**config.mk**
```make
export PLATFORM = sky130hd
export DESIGN_NAME = mem_port_arbiter_flat
export DESIGN_NICKNAME = d
export VERILOG_FILES = /design/src/rtl/mem_port_arbiter_if.sv /design/src/rtl/mem_port_arbiter.sv /design/src/flat_wrapper.sv
export SDC_FILE = /design/constraint.sdc
export NUM_CORES = 1
export LEC_CHECK = 0
export BUFFER_PORTS_ARGS = -buffer_cell sky130_fd_sc_hd__buf_2
export CAP_MARGIN = 5
export CORE_UTILIZATION = 40
export DETAILED_ROUTE_END_ITERATION = 6
export PLACE_DENSITY = 0.76
export SLEW_MARGIN = 40
export SYNTH_ARGS = -nofsm -noshare
export SYNTH_HDL_FRONTEND = slang
export SYNTH_SLANG_ARGS = --single-unit
export TNS_END_PERCENT = 10
```
**constraint.sdc**
```tcl
create_clock -name clk -period 1.96 [get_ports clk]
set_input_delay 0.294 -clock clk [delete_from_list [all_inputs] [get_ports clk]]
set_output_delay 0.294 -clock clk [all_outputs]
set_load 0.01 [all_outputs]
```
**src/rtl/mem_port_arbiter_if.sv**
```systemverilog
// Bundle of requester-side and memory-side signals for mem_port_arbiter.
// The arbiter connects through the slave modport; the surrounding core and
// memory (or a bench) drive the master side.
interface mem_port_arbiter_if #(
    parameter int N_CH   = 2,
    parameter int ADDR_W = 32,
    parameter int DATA_W = 32
);
    logic [N_CH-1:0]          ch_request;
    logic [N_CH-1:0]          ch_we_re;
    logic [N_CH*ADDR_W-1:0]   ch_addr;
    logic [N_CH*DATA_W-1:0]   ch_wdata;
    logic [N_CH*DATA_W/8-1:0] ch_mask;
    logic [N_CH-1:0]          ch_grant;
    logic [N_CH-1:0]          ch_valid;
    logic                     ch_err;
    logic [DATA_W-1:0]        ch_rdata;
    logic                     mem_request;
    logic                     mem_we_re;
    logic [ADDR_W-1:0]        mem_addr;
    logic [DATA_W-1:0]        mem_wdata;
    logic [DATA_W/8-1:0]      mem_mask;
    logic                     mem_valid;
    logic [DATA_W-1:0]        mem_rdata;

    modport slave (
        input  ch_request, ch_we_re, ch_addr, ch_wdata, ch_mask,
        input  mem_valid, mem_rdata,
        output ch_grant, ch_valid, ch_err, ch_rdata,
        output mem_request, mem_we_re, mem_addr, mem_wdata, mem_mask
    );

    modport master (
        output ch_request, ch_we_re, ch_addr, ch_wdata, ch_mask,
        output mem_valid, mem_rdata,
        input  ch_grant, ch_valid, ch_err, ch_rdata,
        input  mem_request, mem_we_re, mem_addr, mem_wdata, mem_mask
    );
endinterface

```
**src/rtl/mem_port_arbiter.sv**
```systemverilog
// Shares one memory port among N_CH requesters. One transaction is in flight
// at a time: IDLE picks a winner and latches its payload onto mem_*, BUSY waits
// for mem_valid (or a timeout), RESP pulses ch_valid for one cycle.
module mem_port_arbiter #(
    parameter int N_CH     = 2,
    parameter int ADDR_W   = 32,
    parameter int DATA_W   = 32,
    parameter int ARB_MODE = 0,
    parameter int TIMEOUT  = 16
) (
    input  logic              clk,
    input  logic              rst,
    mem_port_arbiter_if.slave bus
);
    localparam int MASK_W = DATA_W / 8;
    localparam int IDX_W  = (N_CH > 1) ? $clog2(N_CH) : 1;
    // A zero-width counter is not legal, so a disabled timeout keeps one bit
    localparam int CNT_W  = (TIMEOUT > 0) ? $clog2(TIMEOUT + 1) : 1;
    localparam logic [CNT_W-1:0] TO_LIMIT = CNT_W'(TIMEOUT);
    localparam logic [IDX_W-1:0] PTR_INIT = IDX_W'(N_CH - 1);

    typedef enum logic [1:0] {
        IDLE = 2'd0,
        BUSY = 2'd1,
        RESP = 2'd2
    } state_t;

    state_t              state_r, state_nx;
    logic [IDX_W-1:0]    win_r, win_nx, rr_ptr_r, rr_nx, win_s;
    logic [CNT_W-1:0]    cnt_r, cnt_nx, cnt_inc_s;
    logic [N_CH-1:0]     grant_r, grant_nx, valid_r, valid_nx;
    logic                err_r, err_nx, mreq_r, mreq_nx, mwe_r, mwe_nx;
    logic [DATA_W-1:0]   rdata_r, rdata_nx, mwdata_r, mwdata_nx, sel_wdata_s;
    logic [ADDR_W-1:0]   maddr_r, maddr_nx, sel_addr_s;
    logic [MASK_W-1:0]   mmask_r, mmask_nx, sel_mask_s;
    logic                sel_we_s;

    function automatic logic [N_CH-1:0] onehot(input logic [IDX_W-1:0] idx);
        logic [N_CH-1:0] r;
        r = '0;
        for (int k = 0; k < N_CH; k++) begin
            r[k] = (idx == IDX_W'(k));
        end
        return r;
    endfunction

    // Arbitration: fixed gives the highest requesting index, round-robin the first requester after the pointer
    always_comb begin
        logic             found;
        logic [IDX_W-1:0] cand;
        found = 1'b0;
        cand  = '0;
        win_s = '0;
        if (ARB_MODE == 1) begin
            for (int k = 1; k <= N_CH; k++) begin
                cand  = IDX_W'((int'(rr_ptr_r) + k) % N_CH);
                win_s = (!found && bus.ch_request[cand]) ? cand : win_s;
                found = found | bus.ch_request[cand];
            end
        end else begin
            for (int i = 0; i < N_CH; i++) begin
                win_s = bus.ch_request[i] ? IDX_W'(i) : win_s;
            end
        end
    end

    // Payload mux for the channel that would win this cycle
    always_comb begin
        sel_we_s    = 1'b0;
        sel_addr_s  = '0;
        sel_wdata_s = '0;
        sel_mask_s  = '0;
        for (int i = 0; i < N_CH; i++) begin
            sel_we_s    = (win_s == IDX_W'(i)) ? bus.ch_we_re[i] : sel_we_s;
            sel_addr_s  = (win_s == IDX_W'(i)) ? bus.ch_addr[i*ADDR_W +: ADDR_W] : sel_addr_s;
            sel_wdata_s = (win_s == IDX_W'(i)) ? bus.ch_wdata[i*DATA_W +: DATA_W] : sel_wdata_s;
            sel_mask_s  = (win_s == IDX_W'(i)) ? bus.ch_mask[i*MASK_W +: MASK_W] : sel_mask_s;
        end
    end

    assign cnt_inc_s = cnt_r + 1'b1;

    // Next-state and next-output logic; all outputs come from registers
    always_comb begin
        state_nx  = state_r;
        win_nx    = win_r;
        rr_nx     = rr_ptr_r;
        cnt_nx    = cnt_r;
        grant_nx  = grant_r;
        valid_nx  = '0;
        err_nx    = 1'b0;
        rdata_nx  = rdata_r;
        mreq_nx   = mreq_r;
        mwe_nx    = mwe_r;
        maddr_nx  = maddr_r;
        mwdata_nx = mwdata_r;
        mmask_nx  = mmask_r;
        case (state_r)
            IDLE: begin
                if (|bus.ch_request) begin
                    win_nx    = win_s;
                    rr_nx     = win_s;
                    grant_nx  = onehot(win_s);
                    mreq_nx   = 1'b1;
                    mwe_nx    = sel_we_s;
                    maddr_nx  = sel_addr_s;
                    mwdata_nx = sel_wdata_s;
                    mmask_nx  = sel_mask_s;
                    cnt_nx    = '0;
                    state_nx  = BUSY;
                end else begin
                    grant_nx = '0;
                end
            end
            BUSY: begin
                // Completion beats a timeout falling on the same edge
                if (bus.mem_valid) begin
                    rdata_nx = mwe_r ? '0 : bus.mem_rdata;
                    valid_nx = onehot(win_r);
                    mreq_nx  = 1'b0;
                    state_nx = RESP;
                end else if ((TIMEOUT != 0) && (cnt_inc_s == TO_LIMIT)) begin
                    rdata_nx = '0;
                    valid_nx = onehot(win_r);
                    err_nx   = 1'b1;
                    mreq_nx  = 1'b0;
                    state_nx = RESP;
                end else begin
                    cnt_nx = cnt_inc_s;
                end
            end
            RESP: begin
                grant_nx = '0;
                cnt_nx   = '0;
                state_nx = IDLE;
            end
            default: begin
                grant_nx = '0;
                mreq_nx  = 1'b0;
                cnt_nx   = '0;
                state_nx = IDLE;
            end
        endcase
    end

    // State and output registers with synchronous active-low reset
    always_ff @(posedge clk) begin
        if (!rst) begin
            state_r  <= IDLE;
            win_r    <= '0;
            rr_ptr_r <= PTR_INIT;
            cnt_r    <= '0;
            grant_r  <= '0;
            valid_r  <= '0;
            err_r    <= 1'b0;
            rdata_r  <= '0;
            mreq_r   <= 1'b0;
            mwe_r    <= 1'b0;
            maddr_r  <= '0;
            mwdata_r <= '0;
            mmask_r  <= '0;
        end else begin
            state_r  <= state_nx;
            win_r    <= win_nx;
            rr_ptr_r <= rr_nx;
            cnt_r    <= cnt_nx;
            grant_r  <= grant_nx;
            valid_r  <= valid_nx;
            err_r    <= err_nx;
            rdata_r  <= rdata_nx;
            mreq_r   <= mreq_nx;
            mwe_r    <= mwe_nx;
            maddr_r  <= maddr_nx;
            mwdata_r <= mwdata_nx;
            mmask_r  <= mmask_nx;
        end
    end

    assign bus.ch_grant    = grant_r;
    assign bus.ch_valid    = valid_r;
    assign bus.ch_err      = err_r;
    assign bus.ch_rdata    = rdata_r;
    assign bus.mem_request = mreq_r;
    assign bus.mem_we_re   = mwe_r;
    assign bus.mem_addr    = maddr_r;
    assign bus.mem_wdata   = mwdata_r;
    assign bus.mem_mask    = mmask_r;
endmodule

```
**src/flat_wrapper.sv**
```systemverilog
// flat-port wrapper written by rule: the top's interface ports become plain ports
module mem_port_arbiter_flat 
#(
    parameter int N_CH     = 2,
    parameter int ADDR_W   = 32,
    parameter int DATA_W   = 32,
    parameter int ARB_MODE = 0,
    parameter int TIMEOUT  = 16
)
  (clk, rst, bus_ch_request, bus_ch_we_re, bus_ch_addr, bus_ch_wdata, bus_ch_mask, bus_mem_valid, bus_mem_rdata, bus_ch_grant, bus_ch_valid, bus_ch_err, bus_ch_rdata, bus_mem_request, bus_mem_we_re, bus_mem_addr, bus_mem_wdata, bus_mem_mask);
  mem_port_arbiter_if #(.N_CH(N_CH), .ADDR_W(ADDR_W), .DATA_W(DATA_W)) bus_i ();
  input  logic clk;
  input  logic rst;
  input wire logic [$bits(bus_i.ch_request)-1:0] bus_ch_request;
  input wire logic [$bits(bus_i.ch_we_re)-1:0] bus_ch_we_re;
  input wire logic [$bits(bus_i.ch_addr)-1:0] bus_ch_addr;
  input wire logic [$bits(bus_i.ch_wdata)-1:0] bus_ch_wdata;
  input wire logic [$bits(bus_i.ch_mask)-1:0] bus_ch_mask;
  input wire logic [$bits(bus_i.mem_valid)-1:0] bus_mem_valid;
  input wire logic [$bits(bus_i.mem_rdata)-1:0] bus_mem_rdata;
  output wire logic [$bits(bus_i.ch_grant)-1:0] bus_ch_grant;
  output wire logic [$bits(bus_i.ch_valid)-1:0] bus_ch_valid;
  output wire logic [$bits(bus_i.ch_err)-1:0] bus_ch_err;
  output wire logic [$bits(bus_i.ch_rdata)-1:0] bus_ch_rdata;
  output wire logic [$bits(bus_i.mem_request)-1:0] bus_mem_request;
  output wire logic [$bits(bus_i.mem_we_re)-1:0] bus_mem_we_re;
  output wire logic [$bits(bus_i.mem_addr)-1:0] bus_mem_addr;
  output wire logic [$bits(bus_i.mem_wdata)-1:0] bus_mem_wdata;
  output wire logic [$bits(bus_i.mem_mask)-1:0] bus_mem_mask;
  assign bus_i.ch_request = bus_ch_request;
  assign bus_i.ch_we_re = bus_ch_we_re;
  assign bus_i.ch_addr = bus_ch_addr;
  assign bus_i.ch_wdata = bus_ch_wdata;
  assign bus_i.ch_mask = bus_ch_mask;
  assign bus_i.mem_valid = bus_mem_valid;
  assign bus_i.mem_rdata = bus_mem_rdata;
  assign bus_ch_grant = bus_i.ch_grant;
  assign bus_ch_valid = bus_i.ch_valid;
  assign bus_ch_err = bus_i.ch_err;
  assign bus_ch_rdata = bus_i.ch_rdata;
  assign bus_mem_request = bus_i.mem_request;
  assign bus_mem_we_re = bus_i.mem_we_re;
  assign bus_mem_addr = bus_i.mem_addr;
  assign bus_mem_wdata = bus_i.mem_wdata;
  assign bus_mem_mask = bus_i.mem_mask;
  mem_port_arbiter #(.N_CH(N_CH), .ADDR_W(ADDR_W), .DATA_W(DATA_W), .ARB_MODE(ARB_MODE), .TIMEOUT(TIMEOUT)) u_core (.clk(clk), .rst(rst), .bus(bus_i));
endmodule
```
==> reports/results.ini, run 1 <==
[status]
run_status=finished clean

[logic_synthesis]
synth_cells=495
yosysSeqAreaShare_pct=45.8
synthDistinctLibCells=34
synth_seq_cells=115
synth_nets=672
postSynthAreaPerCell_um2=10.2
synthesis.area_um2=5030
ys.warnings.count=0

[setup_path]
r2r_cells=6
r2r_end=u_core.bus.ch_rdata[31]
rrSetupSlack_ps=30
start_kind=register
end_kind=register
endpoint=u_core.bus.ch_rdata[31]
worstSetupStartpoint=u_core.cnt_r[3]
critical_path_class=reg2reg
cp_max_fo=8
r2r-start=u_core.cnt_r[3]
worstPathArrival_ps=2270
worstPathRequired_ps=2300

[route]
viasPerCell=5.15
drt_iter0_drc=314
first_pass_iters=4
num_vias=4885
wl_per_cell_um=15.1
ant_nets=0
drcViolationCount=0
totalWireLength_um=14400

[final_layout]
insertedDiodeCount=0
fillers=1067
fin_util_pct=60.2
area_growth_pct=45.0
nNetsFinal=946
drive_gt1_share_pct=43.8

[placement]
dp_hpwl_um=10100
place_ws_ps=-139
routabilityCongestion=0.823
port_buffers=281

[sta]
worst_pin_slew_ps=567
fmax_mhz=519
hold_viol=0
fin_crit_sh_pct=98.3
period_needed_ps=1930
final_max_slew_viol_count=0
setup_slack_ps=33.2
setup_viol=0
relSlewSlack_pct=62.1
fin_skew_ps=6.16

[global_route]
overflow=0
antenna_found_initial=0
grt_usage_pct=21.3
grt_pass1_vias=4613
grt_start_max_net_pins=102
grt_pass1_wl_um=21600

[cts]
cts_tree=built
ctsHoldBuffers=0
worstSkewPairLatency_ps=400
clock-root-buffer=clkbuf_16
cts_sinks=115
clkSlewWorstSetupHoldPaths_ps=50
cts_buffer_depth=2
cts_made_buffers=17
h-tree-depth=4

[floorplan]
row_count=40
start_util_pct=41.5
core-area_um2=12100
pin_count=282
dieArea_um2=13000
die_h_um=114
die_w_um=114

[power_and_ir_drop]
p_leak_nw=4.10
ir_worst_vdd_mv=0.487
power_density_nw_per_um2=901

[run]
drv_cap=0

[worst_hold_path]
hp-start=bus_mem_rdata[13]
hp-class=in2reg

-- cell families (layout without fill, tap and decap cells) --
group | after synthesis | after routing | share of synthesized area [%]
compound gates | 122 | 125 | 21.9
simple gates | 142 | 142 | 13.3
flops | 115 | 115 | 45.8
mux | 72 | 72 | 14.4
buf+inv | 42 | 325 | 4.08
fa+ha+maj | 2 | 2 | 0.498
-- worst max-delay path: stages, from the launching register on --
cell      delay [ps]
dfxtp_1          460
a21boi_1         530
nor3_4            70
buf_12           160
o221ai_4         320
a22oi_1          170
nor2b_1          140
-- where the power goes --
part / switching [mW] / internal (mW) / total, mW
clock: 0.995 / 1.76 / 2.76
combinational: 0.605 / 0.550 / 1.15
sequential: 0.107 / 2.55 / 2.66
-- through the flow --
stage / instance area [um2] / TNS [ps] / instances / power, mW / hold slack (ps)
5_1_grt: 7290 / -66.1 / 949 / 6.84 / 169
6_report: 7290 / 0 / 949 / 6.57 / 172
4_1_cts: 7160 / -4.11 / 946 / 6.61 / 152
3_3_place_gp: 6560 / 0 / 913 / 3.79 / 460
3_5_place_dp: 6560 / -2660 / 913 / 3.83 / 468
2_1_floorplan: 5030 / 0 / 495 / 3.34 / 371
-- layout make-up --
type	count	area, um2	share of cell area [%]
clock buffer	26	509	6.98
sequential	115	2300	31.6
clock inverter	5	25.0	0.343
tap	168	210	2.88
multi-input combinational	341	2690	36.9
timing repair buffer	294	1560	21.3
-- synth_stat cells --
| library cell | count | share of area (%) |
|---|---|---|
| dfxtp_1 | 115 | 46 |
| nand2_1 | 78 | 5.8 |
| mux2i_1 | 70 | 14 |
| o211a_1 | 70 | 14 |
| nor2b_1 | 36 | 4.5 |
| a22oi_1 | 35 | 5.2 |
| buf_2 | 20 | 2.0 |
| clkbuf_1 | 19 | 1.4 |
| nor2_1 | 10 | 0.75 |
| nor3_1 | 5 | 0.50 |
| nand2b_1 | 4 | 0.50 |
| o21ai_0 | 4 | 0.40 |
| a21oi_1 | 3 | 0.30 |
| buf_6 | 3 | 0.67 |
| ha_1 | 2 | 0.50 |
| o211ai_1 | 2 | 0.30 |
| o41ai_1 | 2 | 0.35 |
| a21boi_0 | 1 | 0.15 |
| a21o_1 | 1 | 0.15 |
| a21oi_2 | 1 | 0.17 |
| a22o_1 | 1 | 0.17 |
| and2_1 | 1 | 0.12 |
| and3_2 | 1 | 0.15 |
| and3b_1 | 1 | 0.17 |
| mux2_2 | 1 | 0.22 |
| mux2i_2 | 1 | 0.27 |
| nand3_1 | 1 | 0.099 |
| nand3b_1 | 1 | 0.15 |
| nand4_1 | 1 | 0.12 |
| nor4b_1 | 1 | 0.17 |
| o221ai_4 | 1 | 0.52 |
| o31ai_2 | 1 | 0.25 |
| or2_2 | 1 | 0.12 |
| or3_1 | 1 | 0.12 |
-- metal layers --
layer	share of wire, %	track usage, %	wire (um)
met3	6.0	5.77	867
met5	0.035	0	5
met4	2.2	9.61	316
met1	40	21.8	5690
met2	52	40.1	7490
-- sequential cells by signal, summed over array words and instances (netlist names) --
signal                  flops
u_core.cnt_r                5
u_core.state_r              2
u_core.bus.mem_wdata       32
u_core.bus.mem_mask         4
u_core.bus.mem_request      1
u_core.win_r                1
u_core.bus.mem_addr        32
u_core.bus.ch_valid         2
u_core.bus.ch_rdata        32
u_core.bus.ch_err           1
u_core.bus.ch_grant         2
u_core.bus.mem_we_re        1
-- cells in the final DEF (no fill, tap or decap), drive strengths merged, types with 2 or more instances in the layout --
cell and count:
nor2b 36, nand2 78, buf 294, clkinv 5
nand2b 4, dfxtp 115, clkbuf 26, nor2 10
o21ai 4, ha 2, o211ai 2, o211a 70
nor3 5, mux2i 71, a22oi 35, o41ai 2
o221ai 4, a21oi 4
-- worst min-delay path by stage --
stage / depth (start not counted) / slack (ps) / endpoint
floorplan: 1 / 370 / u_core.bus.ch_err
global route: 3 / 170 / u_core.bus.ch_rdata[19]
CTS: 3 / 150 / u_core.bus.ch_rdata[13]
global placement: 1 / 460 / u_core.bus.ch_valid[0]
finish: 3 / 170 / u_core.bus.ch_rdata[13]
detailed placement: 1 / 470 / u_core.bus.ch_valid[0]
-- repair_timing --
item,in CTS,in global routing
hold endpoints to repair,0,0
cloned,2,1
buffers inserted,0,2
endpoints found under the setup margin,32,30
resized for setup,5,14
pin swaps,1,3
No activity file was read; power rests on OpenSTA's default activity.
==> inputs of run 2 (changes only) <==
- ABC_AREA: not set -> 1
- CORE_ASPECT_RATIO: not set -> 0.5
- CORE_UTILIZATION: 40 -> 39
==> reports/results.ini, run 2 <==
[final_layout]
layout_commonest_cell=buf_2
seqCellArea_um2=2300  ; unchanged
nNetsFinal=1065  ; +13%
multi_input_area_um2=2090  ; -22%
fillers=1059  ; -0.75%
mostFrequentLayoutCells=281 x buf_2, 231 x nand2_1, 115 x dfxtp_1
area_growth_pct=44.0
insertedDiodeCount=0  ; unchanged
fin_util_pct=59.5  ; -0.72 points
drive_gt1_share_pct=38.0  ; -5.8 points

[floorplan]
row_count=27  ; -33%
pin_count=282  ; unchanged
core-area_um2=11400  ; -6.3%
dieArea_um2=12500  ; -4.1%
die_w_um=157  ; +38%
die_h_um=79.5  ; -30%
start_util_pct=41.3  ; -0.20 points

[setup_path]
r2r-start=u_core.cnt_r[1]
cp_num_cells=11  ; +5
crit_chain=ha_1 > inv_1 > nand2_1 > nand2_1 > nor2_1 > nand3_1 > nand2_2 > nand2_8 > nand3_1 > nand2_1 > nor2_1
end_kind=register
r2r_cells=11  ; +5
crit_slowest_cell=dfxtp_1
worstPathArrival_ps=2050  ; -220 ps
cp_common_cell=nand2_1
worstPathRequired_ps=2290  ; about the same
r2r_end=u_core.cnt_r[3]
cp_max_fo=37  ; +29
start_kind=register
cpPeakStageDelay_ps=410  ; -120 ps
rrSetupSlack_ps=240  ; +210 ps
critical_path_class=reg2reg
crit_family=simple AND/OR/NAND/NOR gates
cp_num_buf_inv=1  ; unchanged

[sta]
period_needed_ps=1720  ; -209 ps
setup_viol=0  ; unchanged
hold_viol=0  ; unchanged
fin_crit_sh_pct=87.6  ; -11 points
final.setup.tns_ps=0  ; unchanged
setup_slack_ps=243  ; +209 ps
final_max_slew_viol_count=0  ; unchanged
relSlewSlack_pct=63.1  ; +0.94 points
rsz0062_at_grt=no
hold_slack_ps=130  ; -41.5 ps
fmax_mhz=582  ; +12%
worst_pin_slew_ps=553  ; -13.5 ps
fin_skew_ps=8.62  ; +2.47 ps

[logic_synthesis]
synthesis.area_um2=4690  ; -6.7%
yosysMostFrequentCell=nand2_1
synth_commonest_cells=231 x nand2_1, 115 x dfxtp_1, 69 x a31oi_1, 69 x o21ai_0, 32 x a21oi_1
ys.flop_type=dfxtp_1
synthDistinctLibCells=24  ; -29%
synth_top_cell_area_share_pct=49.1  ; +3.3 points
synthArstFlopShare_pct=0  ; unchanged
ys.warnings.count=0  ; unchanged
yosysSeqAreaShare_pct=49.1  ; +3.3 points
synth_edf_count=0  ; unchanged
postSynthAreaPerCell_um2=7.52  ; -26%
synth_nets=801  ; +19%
synth_cells=624  ; +26%
synth_seq_cells=115  ; unchanged
yosysTopAreaCell=dfxtp_1
yosys-top-cells-area=dfxtp_1 49%, nand2_1 18%, a31oi_1 9.2%

[cts]
cts_buffer_depth=2  ; unchanged
worstSkewPairLatency_ps=400  ; about the same
clock-root-buffer=clkbuf_16
h-tree-depth=4  ; unchanged
post_cts_buffers=0  ; unchanged
cts_sinks=115  ; unchanged
cts_tree=built
ctsHoldBuffers=0  ; unchanged
clkSlewWorstSetupHoldPaths_ps=60  ; about the same
cts_made_buffers=17  ; unchanged

[global_route]
grt_use_met3_pct=5.32  ; -0.45 points
gr-usage-met2_pct=36.9  ; -3.1 points
antenna_found_initial=0  ; unchanged
grtUsageMet1_pct=26.9  ; +5.1 points
grt_pass1_wl_um=21600  ; +0.13%
overflow=0  ; unchanged
busiest_layer=met2
grt_start_max_net_pins=77  ; -25%
grt_usage_pct=21.7  ; +0.48 points
grt_pass1_vias=4590  ; -0.50%

[power_and_ir_drop]
ir_worst_vdd_mv=0.520  ; +6.6%
p_leak_nw=3.27  ; -20%
power.total_mw=6.74  ; +2.6%
power_density_nw_per_um2=998  ; +11%

[route]
first_pass_iters=4  ; unchanged
drt_iter0_drc=341  ; +8.6%
totalWireLength_um=13700  ; -4.5%
ant_nets=0  ; unchanged
viasPerCell=4.79  ; -6.9%
wl_per_cell_um=13.0  ; -14%
num_vias=5082  ; +4.0%
drcViolationCount=0  ; unchanged

[run]
drv_cap=0  ; unchanged

[placement]
place_ws_ps=177  ; +315 ps
routabilityCongestion=0.824  ; +0.12%
port_buffers=281  ; unchanged
dp_hpwl_um=9710  ; -3.7%

[status]
run_status=finished clean

[worst_hold_path]
hp-start=bus_mem_valid
hold_path_end=u_core.bus.ch_err
hp-class=in2reg
holdPathStages=2  ; -1

-- run 2: changes by cell type after synthesis, moves of 29 or more --
| cell | previous run | this run |
|---|---|---|
| a21oi_1 | 3 | 32 |
| a22oi_1 | 35 | 0 |
| a31oi_1 | 0 | 69 |
| mux2i_1 | 70 | 0 |
| nand2_1 | 78 | 231 |
| nor2b_1 | 36 | 0 |
| o211a_1 | 70 | 0 |
| o21ai_0 | 4 | 69 |
-- run 2: where the power goes --
group	internal, mW	leakage (nW)	switching (mW)
clock	1.75	0.257	1.14
sequential	2.57	0.948	0.111
combinational	0.485	2.07	0.681
total	4.80	3.27	1.93
-- run 2: kinds of logic (layout without fill, tap and decap cells) --
kind of cell | after synthesis | after routing | share of synthesized area, %
AND/OR/NAND/NOR | 266 | 266 | 22.7
AO/OA/AOI/OAI | 177 | 177 | 21.2
flip-flops | 115 | 115 | 49.1
buffers and inverters | 64 | 341 | 6.46
adder cells (fa/ha/maj) | 2 | 2 | 0.534
-- run 2: area by class of cell --
| class | count | share of cell area (%) |
|---|---|---|
| Inverter | 16 | 0.908 |
| Tap cell | 159 | 2.95 |
| Multi-Input combinational cell | 445 | 31.0 |
| Timing Repair Buffer | 293 | 22.7 |
| Clock inverter | 15 | 2.04 |
| Clock buffer | 17 | 6.30 |
| Sequential cell | 115 | 34.1 |
-- run 2: what timing repair did --
item                       4_1_cts  5_1_grt
setup endpoints to repair        0        1
resized for setup                0        1
hold endpoints to repair         0        0
-- run 2: worst max path at each step --
stage | from | to | slack [ps]
5_1_grt | u_core.cnt_r[1] | u_core.cnt_r[3] | 70
3_3_place_gp | u_core.cnt_r[1] | u_core.bus.ch_rdata[29] | 260
2_1_floorplan | u_core.cnt_r[0] | u_core.bus.ch_rdata[29] | 420
3_5_place_dp | u_core.cnt_r[1] | u_core.cnt_r[4] | 180
4_1_cts | u_core.cnt_r[1] | u_core.cnt_r[3] | 170
6_report | u_core.cnt_r[1] | u_core.cnt_r[3] | 240
-- run 2: metal layers --
layer | share of wire, % | vias up
met3 | 5.8 | 15
met4 | 1.1 | 0
li1 | - | 2630
met2 | 46 | 159
met1 | 47 | 2278
met5 | 0 | -
-- run 2: metrics by stage --
stage / cell area, um2 / instances
2_1_floorplan: 4690 / 624
3_3_place_gp: 6180 / 1028
3_5_place_dp: 6180 / 1028
4_1_cts: 6740 / 1060
5_1_grt: 6750 / 1060
6_report: 6750 / 1060
==> inputs of run 3 (changes only) <==
- ABC_AREA: 1 -> not set
- CORE_UTILIZATION: 39 -> 40
==> reports/results.ini, run 3 (synthesis gave the netlist of run 1 again) <==
[status]
run_status=finished clean

[final_layout]
insertedDiodeCount=0  ; unchanged
drive_gt1_share_pct=42.9  ; +4.9 points
fin_util_pct=60.4  ; +0.89 points
nNetsFinal=943  ; -11%
mostFrequentLayoutCells=280 x buf_2, 115 x dfxtp_1, 78 x nand2_1
layout_commonest_cell=buf_2
stdcell_count=944  ; -11%
area_growth_pct=44.3

[sta]
hold_viol=0  ; unchanged
relSlewSlack_pct=62.0  ; -1.1 points
rsz0062_at_grt=no
fin_crit_sh_pct=93.2  ; +5.6 points
final.setup.tns_ps=0  ; unchanged
fin_skew_ps=8.82  ; +0.198 ps
setup_viol=0  ; unchanged
final_max_slew_viol_count=0  ; unchanged
worst_pin_slew_ps=570  ; +17.1 ps
period_needed_ps=1830  ; +109 ps
fmax_mhz=547  ; -6.0%

[floorplan]
die_w_um=161  ; +2.2%
start_util_pct=41.8  ; +0.53 points
pin_count=282  ; unchanged
die_h_um=81.3  ; +2.2%
row_count=28  ; +3.7%
core-area_um2=12000  ; +5.9%
dieArea_um2=13100  ; +4.5%

[route]
num_vias=4656  ; -8.4%
drt_iter0_drc=275  ; -19%
drcViolationCount=0  ; unchanged
ant_nets=0  ; unchanged
viasPerCell=4.93  ; +2.9%
first_pass_iters=4  ; unchanged
wl_per_cell_um=13.5  ; +4.5%
totalWireLength_um=12800  ; -7.0%

[power_and_ir_drop]
p_leak_nw=4.13  ; +26%
ir_worst_vdd_mv=0.555  ; +6.8%
power_density_nw_per_um2=980  ; -1.7%

[cts]
cts_made_buffers=17  ; unchanged
clock-root-buffer=clkbuf_16
cts_tree=built
cts_sinks=115  ; unchanged
ctsHoldBuffers=0  ; unchanged
worstSkewPairLatency_ps=390  ; about the same
clkSlewWorstSetupHoldPaths_ps=60  ; about the same
cts_buffer_depth=2  ; unchanged
h-tree-depth=4  ; unchanged

[setup_path]
worstPathRequired_ps=2240  ; -50 ps
r2r-start=u_core.cnt_r[0]
start_kind=register
critical_path_class=reg2reg
r2r_cells=6  ; -5
worstPathArrival_ps=2100  ; +50 ps
r2r_end=u_core.cnt_r[0]
end_kind=register
rrSetupSlack_ps=130  ; -110 ps
cp_max_fo=7  ; -81%

[global_route]
grt_usage_pct=18.3  ; -3.4 points
grt_start_max_net_pins=84  ; +9.1%
grt_pass1_wl_um=19100  ; -11%
antenna_found_initial=0  ; unchanged
overflow=0  ; unchanged
grt_pass1_vias=4031  ; -12%

[worst_hold_path]
hp-start=bus_mem_rdata[14]
holdPathStages=3  ; +1
hp-class=in2reg
hold_path_end=u_core.bus.ch_rdata[14]

[placement]
routabilityCongestion=0.832  ; +0.93%
dp_hpwl_um=9460  ; -2.6%
port_buffers=281  ; unchanged
dp.cells=912  ; -11%

[run]
drv_cap=0  ; unchanged

run 3: cell count changes in the layout (fill, tap and decap cells not counted), moves of 35 or more:
cell,delta
a22oi_1,+35
a31oi_1,-69
mux2i_1,+70
nand2_1,-153
nor2b_1,+36
o211a_1,+70
o21ai_0,-65
run 3: worst max path at each step:
stage	from	end	cells past startpoint
floorplan	u_core.cnt_r[0]	u_core.cnt_r[0]	6
global placement	u_core.cnt_r[0]	u_core.cnt_r[0]	6
detailed placement	u_core.cnt_r[0]	u_core.cnt_r[0]	6
CTS	u_core.cnt_r[0]	u_core.cnt_r[0]	6
global route	u_core.cnt_r[0]	u_core.cnt_r[0]	6
finish	u_core.cnt_r[0]	u_core.cnt_r[0]	6
run 3: cell type report:
cell class / count / area [um2]
Clock buffer: 19 / 443
Multi-Input combinational cell: 338 / 2540
Timing Repair Buffer: 294 / 1560
Fill cell: 1024 / 4760
Tap cell: 165 / 206
Sequential cell: 115 / 2300
Clock inverter: 13 / 208
run 3: layer usage:
| metal | GRT usage (%) | vias to the layer above | wire length, um |
|---|---|---|---|
| met2 | 32.3 | 141 | 6340 |
| met1 | 22.5 | 2165 | 5700 |
| met3 | 4.24 | 12 | 636 |
| met4 | 5.62 | 0 | 105 |
| li1 | - | 2338 | - |
| met5 | 0 | - | 0 |
run 3: per-stage QoR:
step	area, um2	power, mW	setup WS, ps	hold WS, ps
2_1_floorplan	5030	3.34	92.3	371
3_3_place_gp	6600	3.80	170	474
3_5_place_dp	6600	3.83	119	471
4_1_cts	7250	7.21	107	159
5_1_grt	7260	7.45	14.9	166
6_report	7260	7.11	133	171
run 3: repair_timing:
item	in CTS	in global routing
setup buffers	0	0
setup endpoints to repair	0	2
resized for setup	0	1
endpoints found under the hold margin	0	0
run 3: critical path, cell delays in order (launching register included):
cell and delay, ps:
dfxtp_1 330, ha_1 180, and3_2 260, mux2i_4 310
a21o_1 280, nor2_1 90, mux2_2 260
run 3: where the power goes:
part | internal [mW] | switching, mW
logic | 0.550 | 0.578
registers | 2.55 | 0.101
clock network | 2.29 | 1.05
total | 5.38 | 1.73
